File: src/rtl/leg_input_fifo_if.sv
// Producer/core handshake bundle for leg_input_fifo.
// master = producer and core side, slave = the FIFO.
interface leg_input_fifo_if;
  logic       src_valid;
  logic [7:0] src_data;
  logic       src_ready;
  logic       arch_input_enable;
  logic [7:0] arch_input_value;

  modport master (
    output src_valid, src_data, arch_input_enable,
    input  src_ready, arch_input_value
  );

  modport slave (
    input  src_valid, src_data, arch_input_enable,
    output src_ready, arch_input_value
  );
endinterface

File: src/rtl/leg_input_fifo.sv
// Byte FIFO in front of the LEG core input port (circular buffer, sticky underflow).
// Optional LEG_INPUT_FIFO_BYPASS_EN: an empty-FIFO read is served straight from src_data.
module leg_input_fifo #(
  parameter int unsigned UUID  = 0,
  parameter int unsigned DEPTH = 8
) (
  input  logic                   clk,
  input  logic                   rst,
  leg_input_fifo_if.slave        bus,
  input  logic                   clear,
  output logic                   empty,
  output logic                   full,
  output logic [$clog2(DEPTH):0] level,
  output logic                   underflow
);

  localparam int unsigned AW = $clog2(DEPTH);
  localparam int unsigned CW = AW + 1;

  // No child instances yet; UUID is kept so the hierarchy numbering stays stable.
  if (UUID == 32'hFFFF_FFFF) begin : g_uuid_rsvd
  end

  logic [7:0]    mem_q [DEPTH];
  logic [AW-1:0] wr_ptr_q, wr_ptr_d;
  logic [AW-1:0] rd_ptr_q, rd_ptr_d;
  logic [CW-1:0] count_q, count_d;
  logic          underflow_q, underflow_d;

  logic bypass;
  logic push;
  logic pop;
  logic src_ready;

  assign empty     = (count_q == '0);
  assign full      = (count_q == CW'(DEPTH));
  assign level     = count_q;
  assign underflow = underflow_q;

  // Ready depends only on rst and registered occupancy, never on the core.
  assign src_ready     = rst & ~full;
  assign bus.src_ready = src_ready;

`ifdef LEG_INPUT_FIFO_BYPASS_EN
  assign bypass = empty & bus.src_valid & bus.arch_input_enable;
`else
  assign bypass = 1'b0;
`endif

  assign push = bus.src_valid & src_ready & ~bypass;
  assign pop  = bus.arch_input_enable & ~empty;

  always_comb begin
    if (bypass) begin
      bus.arch_input_value = bus.src_data;
    end else if (empty) begin
      bus.arch_input_value = 8'h00;
    end else begin
      bus.arch_input_value = mem_q[rd_ptr_q];
    end
  end

  always_comb begin
    wr_ptr_d    = wr_ptr_q;
    rd_ptr_d    = rd_ptr_q;
    count_d     = count_q;
    underflow_d = underflow_q;
    if (clear) begin
      wr_ptr_d    = '0;
      rd_ptr_d    = '0;
      count_d     = '0;
      underflow_d = 1'b0;
    end else begin
      if (push) begin
        wr_ptr_d = wr_ptr_q + AW'(1);
      end
      if (pop) begin
        rd_ptr_d = rd_ptr_q + AW'(1);
      end
      case ({push, pop})
        2'b10:   count_d = count_q + CW'(1);
        2'b01:   count_d = count_q - CW'(1);
        default: count_d = count_q;
      endcase
      if (bus.arch_input_enable && empty && !bypass) begin
        underflow_d = 1'b1;
      end
    end
  end

  always_ff @(posedge clk or negedge rst) begin
    if (!rst) begin
      wr_ptr_q    <= '0;
      rd_ptr_q    <= '0;
      count_q     <= '0;
      underflow_q <= 1'b0;
    end else begin
      wr_ptr_q    <= wr_ptr_d;
      rd_ptr_q    <= rd_ptr_d;
      count_q     <= count_d;
      underflow_q <= underflow_d;
    end
  end

  // Storage is deliberately left unreset; a byte offered during clear is dropped.
  always_ff @(posedge clk) begin
    if (push && !clear) begin
      mem_q[wr_ptr_q] <= bus.src_data;
    end
  end

endmodule

File: src/flat_wrapper.sv
// flat-port wrapper written by rule: the top's interface ports become plain ports
module leg_input_fifo_flat 
#(
  parameter int unsigned UUID  = 0,
  parameter int unsigned DEPTH = 8
)
  (clk, rst, clear, empty, full, level, underflow, bus_src_valid, bus_src_data, bus_arch_input_enable, bus_src_ready, bus_arch_input_value);
  leg_input_fifo_if bus_i ();
  input  logic clk;
  input  logic rst;
  input  logic clear;
  output logic empty;
  output logic full;
  output logic [$clog2(DEPTH):0] level;
  output logic underflow;
  input wire logic [$bits(bus_i.src_valid)-1:0] bus_src_valid;
  input wire logic [$bits(bus_i.src_data)-1:0] bus_src_data;
  input wire logic [$bits(bus_i.arch_input_enable)-1:0] bus_arch_input_enable;
  output wire logic [$bits(bus_i.src_ready)-1:0] bus_src_ready;
  output wire logic [$bits(bus_i.arch_input_value)-1:0] bus_arch_input_value;
  assign bus_i.src_valid = bus_src_valid;
  assign bus_i.src_data = bus_src_data;
  assign bus_i.arch_input_enable = bus_arch_input_enable;
  assign bus_src_ready = bus_i.src_ready;
  assign bus_arch_input_value = bus_i.arch_input_value;
  leg_input_fifo #(.UUID(UUID), .DEPTH(DEPTH)) u_core (.clk(clk), .rst(rst), .bus(bus_i), .clear(clear), .empty(empty), .full(full), .level(level), .underflow(underflow));
endmodule
File: config.mk
export PLATFORM = sky130hd
export DESIGN_NAME = leg_input_fifo_flat
export DESIGN_NICKNAME = d
export VERILOG_FILES = /design/src/rtl/leg_input_fifo_if.sv /design/src/rtl/leg_input_fifo.sv /design/src/flat_wrapper.sv
export SDC_FILE = /design/constraint.sdc
export NUM_CORES = 1
export LEC_CHECK = 0
export CAP_MARGIN = 20
export CORE_MARGIN = 3
export CORE_UTILIZATION = 60
export CTS_CLUSTER_SIZE = 28
export DETAILED_ROUTE_END_ITERATION = 8
export DONT_BUFFER_PORTS = 1
export GPL_ROUTABILITY_DRIVEN = 1
export PLACE_DENSITY_LB_ADDON = 0.08
export SLEW_MARGIN = 20
export SYNTH_ARGS = -nofsm -noshare
export SYNTH_HDL_FRONTEND = slang
export SYNTH_SLANG_ARGS = --single-unit
export TNS_END_PERCENT = 10
File: constraint.sdc
create_clock -name clk -period 6.8 [get_ports clk]
set_input_delay 1.36 -clock clk [delete_from_list [all_inputs] [get_ports clk]]
set_output_delay 1.36 -clock clk [all_outputs]
set_load 0.01 [all_outputs]
Word level (Yosys, flattened, before mapping) --
Memory sizes are Yosys's and may differ from the RTL's. Cells that the tools add are included.
Storage, ports and cells: register bits 11, RAM bits 64, bits of input ports 13, memories kept 1
Cells by class: add/subtract/negate cells 4, eq/ne operators 3, muxes and demuxes 11, bitwise gates (word level) 5, reductions and logical operators 8
Memories:
- u_core.mem_q | depth 8, bits a word 8, read ports 1, clocked after memory_dff 0, write ports 1, RTL line leg_input_fifo.sv:24 | logic [7:0] mem_q [DEPTH];
Operators with widths (count):
- 3-bit two-way mux | 4
- 8-bit two-way mux | 1
- 4-bit one-hot mux with 2 select lines | 1
- 3-bit by 1-bit adder with 3-bit output, second input constant | 2
- 2-bit nonzero test | 3
- 4-bit by 1-bit adder with 4-bit output, second input constant | 1
- 4-bit == test, second input constant | 1
- 4-bit zero test | 1
- 1-bit two-way mux | 4
- 4-bit two-way mux | 1
- 4-bit by 1-bit subtractor with 4-bit output, second input constant | 1
- 1-bit bitwise AND | 3
- 3-bit nonzero test | 1
- 2-bit by 1-bit == test with 1-bit output, second input constant | 1
- 2-bit == test, second input constant | 1
- 1-bit logical AND | 2
- 1-bit NOT | 2
- 1-bit zero test | 1

Logic depth before layout (Yosys ltp) --
Gate-level depths: netlist of run 1.
word-level depth 7, gate-level depth with buffers 10, mapped depth without buffers 8

Worst setup path before layout of run 1 --
No wires, ideal clock.
path type register to output, start point register u_core.rd_ptr_q[0], end point output bus_arch_input_value[6], arrival 1.614 ns, slack 3.826 ns, cell stages (with the launch flop) 6, path buffers 2, cell sequence dfrtp_1 -> buf_2 -> buf_2 -> mux4_2 -> mux2i_1 -> nor2_1
Between the ends: word-level cells in the longest chain between the ends 2
RTL lines:
- start, declared | RTL line leg_input_fifo.sv:26 | logic [AW-1:0] rd_ptr_q, rd_ptr_d;
- start signal, assigned | RTL line leg_input_fifo.sv:99 | rd_ptr_q <= rd_ptr_d;
- memory 8 x 8 bit
- 8-bit two-way mux | RTL line leg_input_fifo.sv:56 | end else if (empty) begin
- end, declared | RTL line flat_wrapper.sv:20 | output wire logic [$bits(bus_i.arch_input_value)-1:0] bus_arch_input_value;
Every way passes these cells.

Worst setup path in the final report of run 1 --
start point register u_core.rd_ptr_q[0], end point output bus_arch_input_value[2]
Same word-level chain as after synthesis.

==> metrics.csv, run 1 <==
metric,value,unit
status,finished clean,
area share of the largest cell type after synthesis,0.6019,
Die W,78.95,um
Die ar.,6233,um^2
vias in the first global route,1657,
Yosys cell types,40,
clock sinks,75,
Max H-tree Level,3,
Post-synth EDFFs,64,
Worst Path Max Fanout,18,
routed vias/inst,6.148,
worst vdd ir,0.2497,mV
Starting DRT DRC Count,160,
Synth async-reset ratio,0.1467,
CP top delay family,flip-flops,
"Slew Viols, Final",0,
launch point of the worst path,u_core.rd_ptr_q[0],
final hold viol count,0,
"area leader, netlist",edfxtp_1,
Setup crit end,bus_arch_input_value[2],
Reg power frac,0.481,
first-pass GRT wire length,9.170,mm
clk root buf,clkbuf_8,
Tot Pwr,0.001231,W
I/O pins,29,
Stages on worst setup path,3,
Switching Fraction,0.3059,
main flop type after synthesis,edfxtp_1,
r2r startpoint,u_core.level[1],
Placed Instance Area,3244,um^2
"Critical Path, Cell by Cell",mux4_2 > mux2i_1 > nor2_1,
clock skew,0.007181,ns
combinational power share,0.222,
Slew headroom,0.3306,
Max Fclk,0.3027,GHz
Syn Nets,205,
largest net degree at the start of global routing,19,
final RePlAce weighted congestion,0.7813,
Tightest Pin Transition,1.000,ns
Clock Power Share,0.296,
Critical Path AT,1.94,ns
DRC,0,
clock buffer depth,2,
Area Growth Syn to Fin,8.425,%
Startpoint Class,register,
kind of critical path,register to primary output,
Final #Nets,208,
syn_area_per_cell,16.98,um^2
n_diodes,0,
Setup TNS,0,ns
Initial Utilization,0.6461,
Maximum Capacitance Violations,0,
crit path buf inv count,0,
Area contributors post-synth,"edfxtp_1, mux4_2, dfrtp_1",
hold buffer count at cts,0,
Crit path largest cell delay,0.76,ns
flop-to-flop setup slack,3.90,ns
Switch Pwr,0.0003766,W
Port-buffer cells,0,
HPWL Detailed,3.777,mm
WL/cell,22.15,um
Worst Hold Class,register to register,
initial antenna violation count,0,
CP endpoint kind,primary output,
Post-Layout Inst Area,3462,um^2
P_leak,1.129,nW
internal power,0.0008548,W
drt first pass iters,5,
"Clk Latency, worst-skew pair",0.34,ns
drt total wl,5.826,mm
Num CTS Buffers,9,
capture point of the worst reg-to-reg path,u_core.mem_q[6][2],
Syn. warnings,0,
post-route ant nets,0,
Yosys reg bits,75,
top post-synthesis cells by count,"edfxtp_1, nor2_1, mux4_2",
vias,1617,
total grt overflow,0,
"Seq/Total Area, Yosys",0.6881,
Finish-stage setup viols,0,
dpl ws,3.452,ns
share of cells above drive strength 1,0.2092,
CP max-delay cell,dfrtp_2,
PD cells,355.7,nW/um^2
Mapped Area,3193,um^2
Min-Delay Startpoint,u_core.underflow,
synthesized instance count,188,
"Setup Fix Bufs, Post-CTS",0,
Die Y,78.95,um
"Min Clock Period, post-route",3.303,ns
"Cell Count, Final, Fillers Out",263,
Final WS setup,3.497,ns
most frequent cell after synthesis,edfxtp_1,
Core ar.,4942,um^2
clk slew on worst S/H paths,0.08,ns
gr usage total,0.2094,
RSZ-0062 raised after global routing,no,
CTS tree,yes,
Final period util,0.4858,
post_cts resized,0,
placed cells,247,
required time of the critical path,5.44,ns
num rows,25,
Reg2Reg Depth,4,
## per-layer routing
layer,wire (um),GRT usage,part of all wire
met4,40,0.08763,0.0069
met3,284,0.05669,0.049
met5,0,0,0
met2,3051,0.3370,0.52
met1,2449,0.2726,0.42
## power groups by stage
stage	clock [W]	sequential [W]	combinational, W
after floorplan	0	0.000553	0.000265
after global routing	0.000388	0.000601	0.000301
final	0.000365	0.000592	0.000274
after CTS	0.000371	0.000592	0.000278
after global placement	0	0.000599	0.000266
after detailed placement	0	0.000603	0.000278
## how the worst min path moves through the flow
stage          slack (ns)  cells past startpoint          endpoint
5_1_grt              0.64                      2  u_core.underflow
3_3_place_gp         0.56                      2  u_core.underflow
3_5_place_dp         0.59                      2  u_core.underflow
4_1_cts              0.60                      2  u_core.underflow
6_report             0.59                      2  u_core.underflow
2_1_floorplan        0.53                      2  u_core.underflow
## cells by family after synthesis
logic type | synth area share
adders and majority gates | 0.01567
AOI/OAI and AO/OA | 0.04429
DFF | 0.6881
and+or+nand+nor | 0.07485
buffers and inverters | 0.01919
muxes | 0.1415
xor gates and xnor gates | 0.01646
## area by class of cell
type                            instances  area [um^2]
Timing Repair Buffer                    2        15.01
Fill cell                             334         1480
Inverter                                2        8.758
Sequential cell                        75         2198
Clock buffer                            9        123.9
Clock inverter                          7        92.59
Tap cell                               67        83.83
Multi-Input combinational cell        101        939.7
## cell usage in the layout, fill, tap and decap left out, drive strengths merged
master / instances
a211oi: 1
a21o: 1
a21oi: 5
a31oi: 1
a32oi: 1
and2: 2
buf: 2
bufinv: 2
clkbuf: 9
clkinv: 6
dfrtp: 11
edfxtp: 64
ha: 4
inv: 1
mux2: 1
mux2i: 8
mux4: 16
nand2: 8
nand2b: 2
nand3: 2
nand3b: 1
nand4: 1
nor2: 21
nor2b: 2
nor3: 5
nor4: 1
o21a: 1
o21ai: 4
o221ai: 1
o41a: 2
o41ai: 1
or3b: 1
or4: 1
or4b: 1
xnor2: 3
xor2: 3
## stage by stage
step / util / hold slack, ns
after global routing: 0.7005 / 0.6423
after floorplan: - / 0.5264
after CTS: 0.7003 / 0.6029
final: 0.7005 / 0.5868
after detailed placement: 0.6565 / 0.5859
after global placement: 0.6565 / 0.5576
## worst register-to-register path: cells and delay by family (launching register included)
family / cells / cell delay (ns)
AND/OR/NAND/NOR: 3 / 1.69
flip-flops: 1 / 0.65
buffers and inverters: 1 / 0.19
## flip-flops by register name (all words and copies together) (netlist names)
name / count
u_core.underflow: 1
u_core.mem_q: 64
u_core.rd_ptr_q: 3
u_core.level: 4
u_core.wr_ptr_q: 3
Note: power is estimated with default switching activity, not from simulation.
==> inputs of run 2 (changes only) <==
CORE_UTILIZATION = 56   (was 60)
clock period = 2.73 ns   (was 6.8 ns; I/O delays follow)
==> metrics.csv, run 2 (synthesis gave the netlist of run 1 again) <==
metric,value,unit
status,finished clean,
"commonest non-fill, non-tap cells in the layout","edfxtp_1, nor2_1, mux4_2",
Tot Pwr,0.003112,W
Slew headroom,0.4862,
required time of the critical path,2.94,ns
hold buffer count at cts,1,
"Clk Latency, worst-skew pair",0.34,ns
Sequential cell area,2197,um^2
Switch Pwr,0.0009332,W
Area Growth Syn to Fin,11.13,%
total grt overflow,0,
num rows,26,
Post-Layout Inst Area,3548,um^2
clock sinks,75,
clock buffer depth,2,
combinational power share,0.289,
Finish-stage setup viols,0,
HPWL Detailed,4.139,mm
vias in the first global route,1827,
Reg2Reg Depth,7,
Worst Hold Class,input pin to register,
Biggest register,u_core.mem_q,
Critical Path AT,2.70,ns
clk root buf,clkbuf_8,
clk slew on worst S/H paths,0.07,ns
Final #Nets,221,
kind of critical path,register to register,
share of cells above drive strength 1,0.2308,
WL/cell,22.08,um
Num CTS Buffers,9,
post-route ant nets,0,
final RePlAce weighted congestion,0.9703,
Placed Instance Area,3333,um^2
gr usage total,0.2123,
max reg flops,64,
Die ar.,6644,um^2
placed cells,262,
Die W,81.51,um
largest net degree at the start of global routing,15,
Starting DRT DRC Count,107,
I/O pins,29,
Tightest Pin Transition,0.7679,ns
Worst Path Max Fanout,7,
"Cell Count, Final, Fillers Out",278,
drt first pass iters,4,
Switching Fraction,0.2999,
Initial Utilization,0.6022,
layout filler cell count,354,
"Slew Viols, Final",0,
hold path depth,1,
Die Y,81.51,um
Max Fclk,0.4023,GHz
CTS tree,yes,
drt total wl,6.139,mm
initial antenna violation count,0,
"Min Clock Period, post-route",2.486,ns
multi-input logic area,934.6,um^2
"Setup Fix Bufs, Post-CTS",0,
Maximum Capacitance Violations,0,
n_diodes,0,
CP endpoint kind,register,
P_leak,1.186,nW
internal power,0.002179,W
worst vdd ir,0.5086,mV
DRC,0,
vias,1701,
Clock Power Share,0.280,
final hold viol count,0,
Port-buffer cells,0,
Core ar.,5303,um^2
post_cts resized,0,
routed vias/inst,6.119,
PD cells,877.1,nW/um^2
Max H-tree Level,3,
Setup TNS,0,ns
Reg power frac,0.432,
RSZ-0062 raised after global routing,no,
Startpoint Class,register,
first-pass GRT wire length,9.729,mm
Final period util,0.9105,
clock skew,0.004717,ns
"commonest non-fill, non-tap cell in the layout",edfxtp_1,
run 2: cell count changes in the layout (fill, tap and decap cells not counted):
cell and delta:
clkinv_4 -1, dfrtp_1 +1, nor3_1 +1, dlygate4sd3_1 +1, clkinv_1 +2, buf_4 +12
clkinv_2 -2, dfrtp_2 -1, nor3_2 -1
run 2: worst max-delay path: stages (launching register included):
cell	delay, ns
dfrtp_1	0.38
buf_4	0.17
o41ai_2	0.63
a21oi_4	0.11
ha_1	0.38
o21ai_0	0.13
a32oi_1	0.22
mux2_1	0.35
run 2: power groups by stage:
stage | clock network, W | logic, W | registers (W)
CTS | 0.000887 | 0.000905 | 0.00134
floorplan | 0 | 0.000659 | 0.00138
global placement | 0 | 0.000868 | 0.00136
detailed placement | 0 | 0.000898 | 0.00137
global route | 0.000942 | 0.000982 | 0.00135
finish | 0.000870 | 0.000898 | 0.00134
run 2: per-layer routing:
layer  global-route usage  vias to the layer above  part of all wire
met1               0.2591                      870              0.42
met4              0.06081                        0             0.015
met2               0.3502                       54              0.51
li1                     -                      766                 -
met5                    0                        -                 0
met3              0.08662                       11             0.057
run 2: cell type report:
| type | count | share of cell area |
|---|---|---|
| flip-flops and latches | 75 | 0.6192 |
| multi-input cells | 101 | 0.2634 |
| clock buffers | 9 | 0.03491 |
| repair buffers | 15 | 0.03244 |
| well taps | 70 | 0.02468 |
| clock inverters | 6 | 0.02292 |
| inverters | 2 | 0.002468 |
run 2: worst paths after layout:
path	from	end	slack, ns
worst max-delay path	u_core.level[2]	u_core.level[3]	0.24
worst min-delay path	clear	u_core.wr_ptr_q[1]	0.26
worst max register to register	u_core.level[2]	u_core.level[3]	0.24
worst min register to register	u_core.underflow	u_core.underflow	0.60
max in group asynchronous	rst	u_core.rd_ptr_q[0]	1.73
min in group asynchronous	rst	u_core.level[0]	0.64
run 2: stage by stage:
step	hold slack (ns)	utilization	setup WS, ns
final	0.2635	0.6692	0.2444
after global placement	0.2508	0.6286	0.3706
after detailed placement	0.2510	0.6286	0.2854
after floorplan	0.2504	-	0.2863
after global routing	0.2506	0.6692	0.1188
after CTS	0.2513	0.6692	0.2697
==> inputs of run 3 (changes only) <==
CTS_CLUSTER_SIZE = default   (was 28)
==> results of run 3 <==
The final DEF is identical to that of run 2; final timing and power are the same.
